$ cat src/rtl/fpu_bus_if_if.sv
// Purpose: host-bus and FPU-core signal bundle for fpu_bus_if (slave = block view, master = driver view).
// Latency: n/a, wires only.
// Backpressure: none; the host strobes and core pulses are not flow controlled.
interface fpu_bus_if_if;
    logic [7:0]  databus_in;
    logic [7:0]  databus_out;
    logic [3:0]  addr;
    logic        cs;
    logic        rd;
    logic        wr;
    logic        end_ack;
    logic        cmd_end;
    logic        busy;
    logic [31:0] operand_a;
    logic [31:0] operand_b;
    logic [7:0]  operation;
    logic        start;
    logic        core_done;
    logic [31:0] core_result;

    modport slave (
        input  databus_in, addr, cs, rd, wr, end_ack, core_done, core_result,
        output databus_out, cmd_end, busy, operand_a, operand_b, operation, start
    );

    modport master (
        output databus_in, addr, cs, rd, wr, end_ack, core_done, core_result,
        input  databus_out, cmd_end, busy, operand_a, operand_b, operation, start
    );
endinterface

$ cat src/rtl/fpu_bus_if.sv
// Purpose: 8-bit host register window onto an FPU core (operands, opcode, start, result, IDLE/RUN/DONE control).
// Latency: writes land on the strobe edge; start pulses the cycle after the start write; reads are combinational.
// Backpressure: none; writes while busy and start writes outside IDLE are dropped. Macro FPU_BUS_STATUS_REG_EN adds a status read at 0xD.
module fpu_bus_if (
    input  logic          clk,
    input  logic          arst_n,
    fpu_bus_if_if.slave   bus
);

    typedef enum logic [1:0] {
        S_IDLE = 2'd0,
        S_RUN  = 2'd1,
        S_DONE = 2'd2
    } state_t;

    state_t      r_state;
    state_t      w_state_nxt;
    logic        r_wr_q;
    logic [31:0] r_opa;
    logic [31:0] r_opb;
    logic [7:0]  r_op;
    logic [31:0] r_res;
    logic        r_start;

    logic        w_wr_evt;
    logic        w_start_wr;
    logic        w_start_acc;
    logic        w_res_load;
    logic        w_cfg_wr_en;
    logic        w_busy;
    logic        w_cmd_end;
    logic [7:0]  w_rd_dat;

    // One write per falling wr strobe: the previous-cycle wr must have been high.
    assign w_wr_evt    = ~bus.cs & ~bus.wr & r_wr_q;
    assign w_start_wr  = w_wr_evt & (bus.addr == 4'h9);
    assign w_busy      = (r_state == S_RUN);
    assign w_cmd_end   = (r_state == S_DONE);
    // Operand/opcode registers are frozen only while the core is computing.
    assign w_cfg_wr_en = w_wr_evt & ~w_busy;

    // Strobe edge detector; resets high so a strobe held through reset release still counts once.
    always_ff @(posedge clk or negedge arst_n) begin
        if (!arst_n) begin
            r_wr_q <= 1'b1;
        end else begin
            r_wr_q <= bus.wr;
        end
    end

    // Control state register and the one-cycle start pulse.
    always_ff @(posedge clk or negedge arst_n) begin
        if (!arst_n) begin
            r_state <= S_IDLE;
            r_start <= 1'b0;
        end else begin
            r_state <= w_state_nxt;
            r_start <= w_start_acc;
        end
    end

    // Next-state decode; core_done and end_ack only matter in the state that waits for them.
    always_comb begin
        w_state_nxt = r_state;
        w_start_acc = 1'b0;
        w_res_load  = 1'b0;
        case (r_state)
            S_IDLE: begin
                if (w_start_wr) begin
                    w_state_nxt = S_RUN;
                    w_start_acc = 1'b1;
                end
            end
            S_RUN: begin
                if (bus.core_done) begin
                    w_state_nxt = S_DONE;
                    w_res_load  = 1'b1;
                end
            end
            S_DONE: begin
                if (bus.end_ack) begin
                    w_state_nxt = S_IDLE;
                end
            end
            default: begin
                w_state_nxt = S_IDLE;
            end
        endcase
    end

    // Host-writable operand and opcode registers, byte addressed little-endian.
    always_ff @(posedge clk or negedge arst_n) begin
        if (!arst_n) begin
            r_opa <= 32'h0;
            r_opb <= 32'h0;
            r_op  <= 8'h0;
        end else if (w_cfg_wr_en) begin
            case (bus.addr)
                4'h0: r_opa[7:0]   <= bus.databus_in;
                4'h1: r_opa[15:8]  <= bus.databus_in;
                4'h2: r_opa[23:16] <= bus.databus_in;
                4'h3: r_opa[31:24] <= bus.databus_in;
                4'h4: r_opb[7:0]   <= bus.databus_in;
                4'h5: r_opb[15:8]  <= bus.databus_in;
                4'h6: r_opb[23:16] <= bus.databus_in;
                4'h7: r_opb[31:24] <= bus.databus_in;
                4'h8: r_op         <= bus.databus_in;
                default: ;
            endcase
        end
    end

    // Result capture; holds until the next accepted completion.
    always_ff @(posedge clk or negedge arst_n) begin
        if (!arst_n) begin
            r_res <= 32'h0;
        end else if (w_res_load) begin
            r_res <= bus.core_result;
        end
    end

    // Side-effect-free read mux; bus idles at zero when not being read.
    always_comb begin
        w_rd_dat = 8'h00;
        if (!bus.cs && !bus.rd) begin
            case (bus.addr)
                4'h9: w_rd_dat = r_res[7:0];
                4'hA: w_rd_dat = r_res[15:8];
                4'hB: w_rd_dat = r_res[23:16];
                4'hC: w_rd_dat = r_res[31:24];
`ifdef FPU_BUS_STATUS_REG_EN
                4'hD: w_rd_dat = {6'b0, w_cmd_end, w_busy};
`endif
                default: w_rd_dat = 8'h00;
            endcase
        end
    end

    assign bus.databus_out = w_rd_dat;
    assign bus.cmd_end     = w_cmd_end;
    assign bus.busy        = w_busy;
    assign bus.operand_a   = r_opa;
    assign bus.operand_b   = r_opb;
    assign bus.operation   = r_op;
    assign bus.start       = r_start;

endmodule

$ cat src/flat_wrapper.sv
// flat-port wrapper written by rule: the top's interface ports become plain ports
module fpu_bus_if_flat 
  (clk, arst_n, bus_databus_in, bus_addr, bus_cs, bus_rd, bus_wr, bus_end_ack, bus_core_done, bus_core_result, bus_databus_out, bus_cmd_end, bus_busy, bus_operand_a, bus_operand_b, bus_operation, bus_start);
  fpu_bus_if_if bus_i ();
  input  logic clk;
  input  logic arst_n;
  input wire logic [$bits(bus_i.databus_in)-1:0] bus_databus_in;
  input wire logic [$bits(bus_i.addr)-1:0] bus_addr;
  input wire logic [$bits(bus_i.cs)-1:0] bus_cs;
  input wire logic [$bits(bus_i.rd)-1:0] bus_rd;
  input wire logic [$bits(bus_i.wr)-1:0] bus_wr;
  input wire logic [$bits(bus_i.end_ack)-1:0] bus_end_ack;
  input wire logic [$bits(bus_i.core_done)-1:0] bus_core_done;
  input wire logic [$bits(bus_i.core_result)-1:0] bus_core_result;
  output wire logic [$bits(bus_i.databus_out)-1:0] bus_databus_out;
  output wire logic [$bits(bus_i.cmd_end)-1:0] bus_cmd_end;
  output wire logic [$bits(bus_i.busy)-1:0] bus_busy;
  output wire logic [$bits(bus_i.operand_a)-1:0] bus_operand_a;
  output wire logic [$bits(bus_i.operand_b)-1:0] bus_operand_b;
  output wire logic [$bits(bus_i.operation)-1:0] bus_operation;
  output wire logic [$bits(bus_i.start)-1:0] bus_start;
  assign bus_i.databus_in = bus_databus_in;
  assign bus_i.addr = bus_addr;
  assign bus_i.cs = bus_cs;
  assign bus_i.rd = bus_rd;
  assign bus_i.wr = bus_wr;
  assign bus_i.end_ack = bus_end_ack;
  assign bus_i.core_done = bus_core_done;
  assign bus_i.core_result = bus_core_result;
  assign bus_databus_out = bus_i.databus_out;
  assign bus_cmd_end = bus_i.cmd_end;
  assign bus_busy = bus_i.busy;
  assign bus_operand_a = bus_i.operand_a;
  assign bus_operand_b = bus_i.operand_b;
  assign bus_operation = bus_i.operation;
  assign bus_start = bus_i.start;
  fpu_bus_if u_core (.clk(clk), .arst_n(arst_n), .bus(bus_i));
endmodule
$ cat config.mk
export PLATFORM = sky130hd
export DESIGN_NAME = fpu_bus_if_flat
export DESIGN_NICKNAME = d
export VERILOG_FILES = /design/src/rtl/fpu_bus_if_if.sv /design/src/rtl/fpu_bus_if.sv /design/src/flat_wrapper.sv
export SDC_FILE = /design/constraint.sdc
export NUM_CORES = 1
export LEC_CHECK = 0
export ABC_AREA = 1
export BUFFER_PORTS_ARGS = -buffer_cell sky130_fd_sc_hd__buf_2
export CAP_MARGIN = 40
export CORE_MARGIN = 2
export CORE_UTILIZATION = 25
export DETAILED_ROUTE_END_ITERATION = 8
export PLACE_DENSITY_LB_ADDON = 0.12
export SETUP_SLACK_MARGIN = 0.2
export SLEW_MARGIN = 20
export SYNTH_ARGS = -nofsm -noshare
export SYNTH_HDL_FRONTEND = slang
export SYNTH_SLANG_ARGS = --single-unit
$ cat constraint.sdc
create_clock -name clk -period 1.59 [get_ports clk]
set_input_delay 0.159 -clock clk [delete_from_list [all_inputs] [get_ports clk]]
set_output_delay 0.159 -clock clk [all_outputs]
set_load 0.01 [all_outputs]
Word level (Yosys, flattened, before mapping)
Index checks and enable logic that the tools add are counted.
{ "word_totals": {"register_bits": 108, "in_bits": 51, "out_inout_bits": 83} }
{ "op_classes": {"eq_ne": 17, "mux": 10, "bitwise": 7, "reduce_logical": 15} }
{ "op_table": {"columns": ["op", "count"], "rows": [
  ["case mux 8 bit (4 select lines)", 1],
  ["== test 4 bit, second input constant", 5],
  ["AND reduction 2 bit", 9],
  ["== test 4 x 3 -> 1 bit, second input constant", 4],
  ["== test 4 x 2 -> 1 bit, second input constant", 2],
  ["2-to-1 mux 8 bit", 1],
  ["2-to-1 mux 2 bit", 3],
  ["case mux 2 bit (3 select lines)", 1],
  ["bitwise AND 1 bit", 4],
  ["== test 4 x 1 -> 1 bit, second input constant", 1],
  ["zero test 4 bit", 1],
  ["2-to-1 mux 1 bit", 4],
  ["!= test 2 bit, second input constant", 2],
  ["inverter 1 bit", 3],
  ["AND reduction 3 bit", 1],
  ["== test 2 x 1 -> 1 bit, second input constant", 1],
  ["== test 2 bit, second input constant", 1],
  ["zero test 1 bit", 2],
  ["zero test 2 bit", 1],
  ["!= test 2 x 1 -> 1 bit, second input constant", 1],
  ["logical AND 1 bit", 1]
]} }

Depth between registers and ports, before layout
{ "depth": {"word_depth": 6, "mapped_depth": 9, "ltp_nobuf": 7} }

Worst setup path before layout
No wires, ideal clock.
{ "synth_path": {"kind": "flip-flop to flip-flop", "startpoint": "register u_core.r_wr_q", "endpoint": "register u_core.r_opb[15] (netlist: u_core.bus.operand_b[15])", "setup_ns": 0.121, "arrival_ns": 1.224, "required_ns": 1.469, "slack_ns": 0.245, "stages_incl_launch_ff": 8, "n_path_buf": 2, "period_less_slack_ns": 1.345, "cell_sequence": "dfstp_2 -> nand2_2 -> nor2_8 -> buf_6 -> nand2_4 -> buf_6 -> nand2_1 -> o21ai_2"} }
{ "synth_between": {"elab_chain_len": 3} }
{ "synth_rtl": {"columns": ["item", "line_no", "rtl"], "rows": [
  ["from (decl)", "fpu_bus_if.sv:18", "logic r_wr_q;"],
  ["from (signal assigned)", "fpu_bus_if.sv:47", "r_wr_q <= bus.wr;"],
  ["bitwise AND 1 bit", "fpu_bus_if.sv:35", "assign w_wr_evt = ~bus.cs & ~bus.wr & r_wr_q;"],
  ["bitwise AND 1 bit", "fpu_bus_if.sv:40", "assign w_cfg_wr_en = w_wr_evt & ~w_busy;"],
  ["AND reduction 2 bit (no line)", null, null],
  ["to (signal assigned)", "fpu_bus_if.sv:104", "4'h5: r_opb[15:8] <= bus.databus_in;"],
  ["to (decl)", "fpu_bus_if.sv:20", "logic [31:0] r_opb;"]
]} }
No other way between the ends.
A chain may end at the register's enable or synchronous reset.

Worst setup path after layout
{ "layout_path": {"startpoint": "register u_core.r_state[0]", "endpoint": "output bus_busy"} }
{ "layout_between": {"elab_chain_len": 1} }
{ "layout_rtl": {"columns": ["item", "line_no", "rtl"], "rows": [
  ["from (decl)", "fpu_bus_if.sv:16", "state_t r_state;"],
  ["from (signal assigned)", "fpu_bus_if.sv:57", "r_state <= w_state_nxt;"],
  ["== test 2 x 1 -> 1 bit", "fpu_bus_if.sv:37", "assign w_busy = (r_state == S_RUN);"],
  ["to (decl)", "flat_wrapper.sv:17", "output wire logic [$bits(bus_i.busy)-1:0] bus_busy;"]
]} }
No other way between the ends.

==> impl_metrics.tcl <==
set metrics [dict create \
    synth_most_common_cell "nand2_1" \
    ys_types 25 \
    p_int_mw 4.86 \
    chipHeight_um 140 \
    synth_fp_nets 569 \
    slew_headroom 0.595 \
    use_met1 0.205 \
    synth_edf_count 0 \
    hold_path.startpoint "bus_core_result[12]" \
    avgSynthCellArea_um2 8.87 \
    p_total_mw 6.78 \
    hpwl_um 10200 \
    power.leakage_nw 3.42 \
    cp_data_required_time_ns 1.43 \
    n_antenna_cell 0 \
    power.share.sequential 0.497 \
    grt_max_degree 41 \
    rr_worst_depth 7 \
    hp-class "input pin to flip-flop" \
    critPathLaunchType "flip-flop" \
    multi_input_area_mm2 0.00181 \
    p_clk_frac 0.329 \
    hold_violations 0 \
    min_to "u_core.r_res[12]" \
    grtUsageTotal 0.153 \
    yosysWarnings 0 \
    first_pass_iters 4 \
    start_util 0.255 \
    drive_gt1_frac 0.324 \
    slowest_stage "dfrtp_2" \
    via_count 4062 \
    drc 0 \
    synthTopCellsByArea "dfrtp_1 (58%), nand2_1 (15%), nand3_1 (9.7%)" \
    post_drt_wl_per_cell_um 16.1 \
    cp.arrival_ns 1.21 \
    cp_max_fo 8 \
    cts_made_buffers 9 \
    sw_frac_of_total 0.283 \
    nNetsFinal 730 \
    status "finished, final reports clean" \
    max_freq_mhz 730 \
    grt_antenna_before_repair 1 \
    grt_busiest_layer "met2" \
    min_period_ns 1.37 \
    viasPerCell 4.45 \
    grtUsageMet2 0.248 \
    path_clk_slew_ns 0.07 \
    hold_depth 3 \
    crit_type "flip-flop to output port" \
    coreArea_mm2 0.0180 \
    cts_buffer_depth 2 \
    worstPathCellList "nand2_4 -> clkinv_8 -> buf_12 -> buf_6" \
    clock_latency_ns 0.35 \
    maxSlewViolCount 0 \
    ys_top_cells_by_count "nand2_1 (181), dfrtp_1 (107), nand3_1 (89), o21ai_1 (40), nor2_1 (30)" \
    yosys_most_used_dff "dfrtp_1" \
    syn_to_final_growth_pct 36.8 \
    ir_drop_uv 528 \
    yosysTopAreaCellShare 0.582 \
    finalSetupTns_ns 0 \
    power_density_mw_per_mm2 1080 \
    p_sw_mw 1.92 \
    gp_congestion 0.751 \
    cts_root_buf "clkbuf_16" \
    fillCellCount 1943 \
    drt_iter0_drc 278 \
    reg2reg_to "u_core.bus.operand_b[30]" \
    fin_worst_skew_ns 0.00752 \
    yosysTopAreaCell "dfrtp_1" \
    ys_seq_area_frac 0.588 \
    num_rows 49 \
    reg2reg_from "u_core.r_state[0]" \
    chipWidth_um 140 \
    critPathCaptureType "output port" \
    first_global_vias 4092 \
    use_met3 0.0444 \
    setup_viol 0 \
    slowest_delay_ns 0.44 \
    grt_pass1_wl_um 23100 \
    cts_max_level 3 \
    dieArea_mm2 0.0195 \
    clkSinkCount 108 \
    routed_wl_um 14700 \
    io-pin-count 134 \
    max_cap_viol_count 0 \
    ant_nets 0 \
    rsz0062_at_grt "yes" \
    synthArstFlopShare 1.00 \
    pwr-share-comb 0.174 \
    ys_seq_elements 108 \
    r2r_slack_ns 0.24 \
    syn_inst 518 \
    min_period_over_period 0.862 \
    regArea_mm2 0.00271 \
    io_buffers 133 \
    tightest_slew_ns 0.605 \
    syn-cell-area_mm2 0.00460 \
    cts_tree "done" \
    grt_remaining_overflow 0 \
]
==> through the flow <==
step | area (um^2) | hold WS (ns) | setup WS (ns) | cells | util
3_3_place_gp | 5560 | 0.136 | 0.157 | 872 | 0.309
6_report | 6290 | 0.0314 | 0.219 | 912 | 0.349
3_5_place_dp | 5560 | 0.146 | 0.140 | 872 | 0.309
5_1_grt | 6290 | 0.0259 | 0.121 | 912 | 0.349
2_1_floorplan | 4600 | -0.137 | 0.245 | 518 | -
4_1_cts | 6050 | 0.0167 | 0.172 | 898 | 0.336
==> worst max-delay path: cells and delay by family, from the launching register on <==
kind / cells / cell delay [ns]
simple gates: 1 / 0.10
flops: 1 / 0.44
buf+inv: 3 / 0.32
==> power groups by stage <==
| stage | Combinational (mW) | Clock (mW) | Sequential [mW] |
|---|---|---|---|
| 2_1_floorplan | 0.430 | 0 | 3.48 |
| 3_3_place_gp | 1.06 | 0 | 3.42 |
| 3_5_place_dp | 1.08 | 0 | 3.42 |
| 4_1_cts | 1.13 | 2.28 | 3.37 |
| 5_1_grt | 1.33 | 2.42 | 3.42 |
| 6_report | 1.18 | 2.23 | 3.37 |
==> final cells by class <==
type	instances	share of cell area
well taps	229	0.0456
inverters	19	0.0133
multi-input cells	369	0.288
flip-flops and latches	108	0.430
clock buffers	11	0.0370
clock inverters	4	0.00816
repair buffers	172	0.177
==> worst max-delay path by stage <==
stage	end	startpoint	cells after the start
after CTS	bus_busy	u_core.r_state[1]	5
after detailed placement	u_core.bus.operand_a[20]	u_core.r_wr_q	5
after global placement	u_core.bus.operand_a[18]	u_core.r_wr_q	5
final	bus_busy	u_core.r_state[0]	4
after global routing	u_core.bus.operand_b[30]	u_core.r_state[1]	8
after floorplan	u_core.bus.operand_b[15]	u_core.r_wr_q	7
==> kinds of logic after synthesis <==
family,synth area share
DFF,0.588
and+or+nand+nor,0.302
buffers and inverters,0.0479
AOI/OAI and AO/OA,0.0618
==> metal layers <==
| metal | share of wire | wire [um] |
|---|---|---|
| met5 | 0 | 0 |
| met2 | 0.48 | 7090 |
| met3 | 0.049 | 724 |
| met1 | 0.46 | 6750 |
| met4 | 0.0093 | 136 |
==> state kept, by name, indices dropped and copies added, names as in the netlist <==
signal,cells
u_core.bus.operand_a,32
u_core.bus.operand_b,32
u_core.r_res,32
u_core.bus.operation,8
u_core.r_state,2
u_core.bus.start,1
u_core.r_wr_q,1
==> repair_timing <==
item	4_1_cts	5_1_grt
resized for setup	15	21
pin swaps	9	22
hold buffers	3	0
gates cloned	1	3
buffers inserted	7	11
setup endpoints to repair	67	70
hold endpoints to repair	30	0
==> placed cells by master, fill, tap and decap left out <==
cell / count
dfrtp_2: 1
dlygate4sd3_1: 3
dfrtp_1: 106
clkinv_8: 1
o21ai_2: 8
buf_4: 26
o21ai_1: 40
and2_1: 1
clkinv_4: 1
clkinvlp_4: 1
nor2_2: 2
nand3_4: 3
clkinv_2: 1
clkbuf_16: 10
nand3_1: 87
buf_12: 7
buf_2: 131
bufinv_16: 1
nor2_1: 28
dfstp_2: 1
nand3_2: 2
nor2_8: 1
buf_8: 1
nor2_4: 3
nand2_2: 1
bufbuf_16: 1
o22ai_1: 1
inv_1: 13
nand2_1: 180
inv_2: 5
or2_2: 1
o31ai_1: 1
clkbuf_1: 2
nand2_4: 5
buf_6: 2
nand2_8: 5
Power figures use the tool's default switching activity.
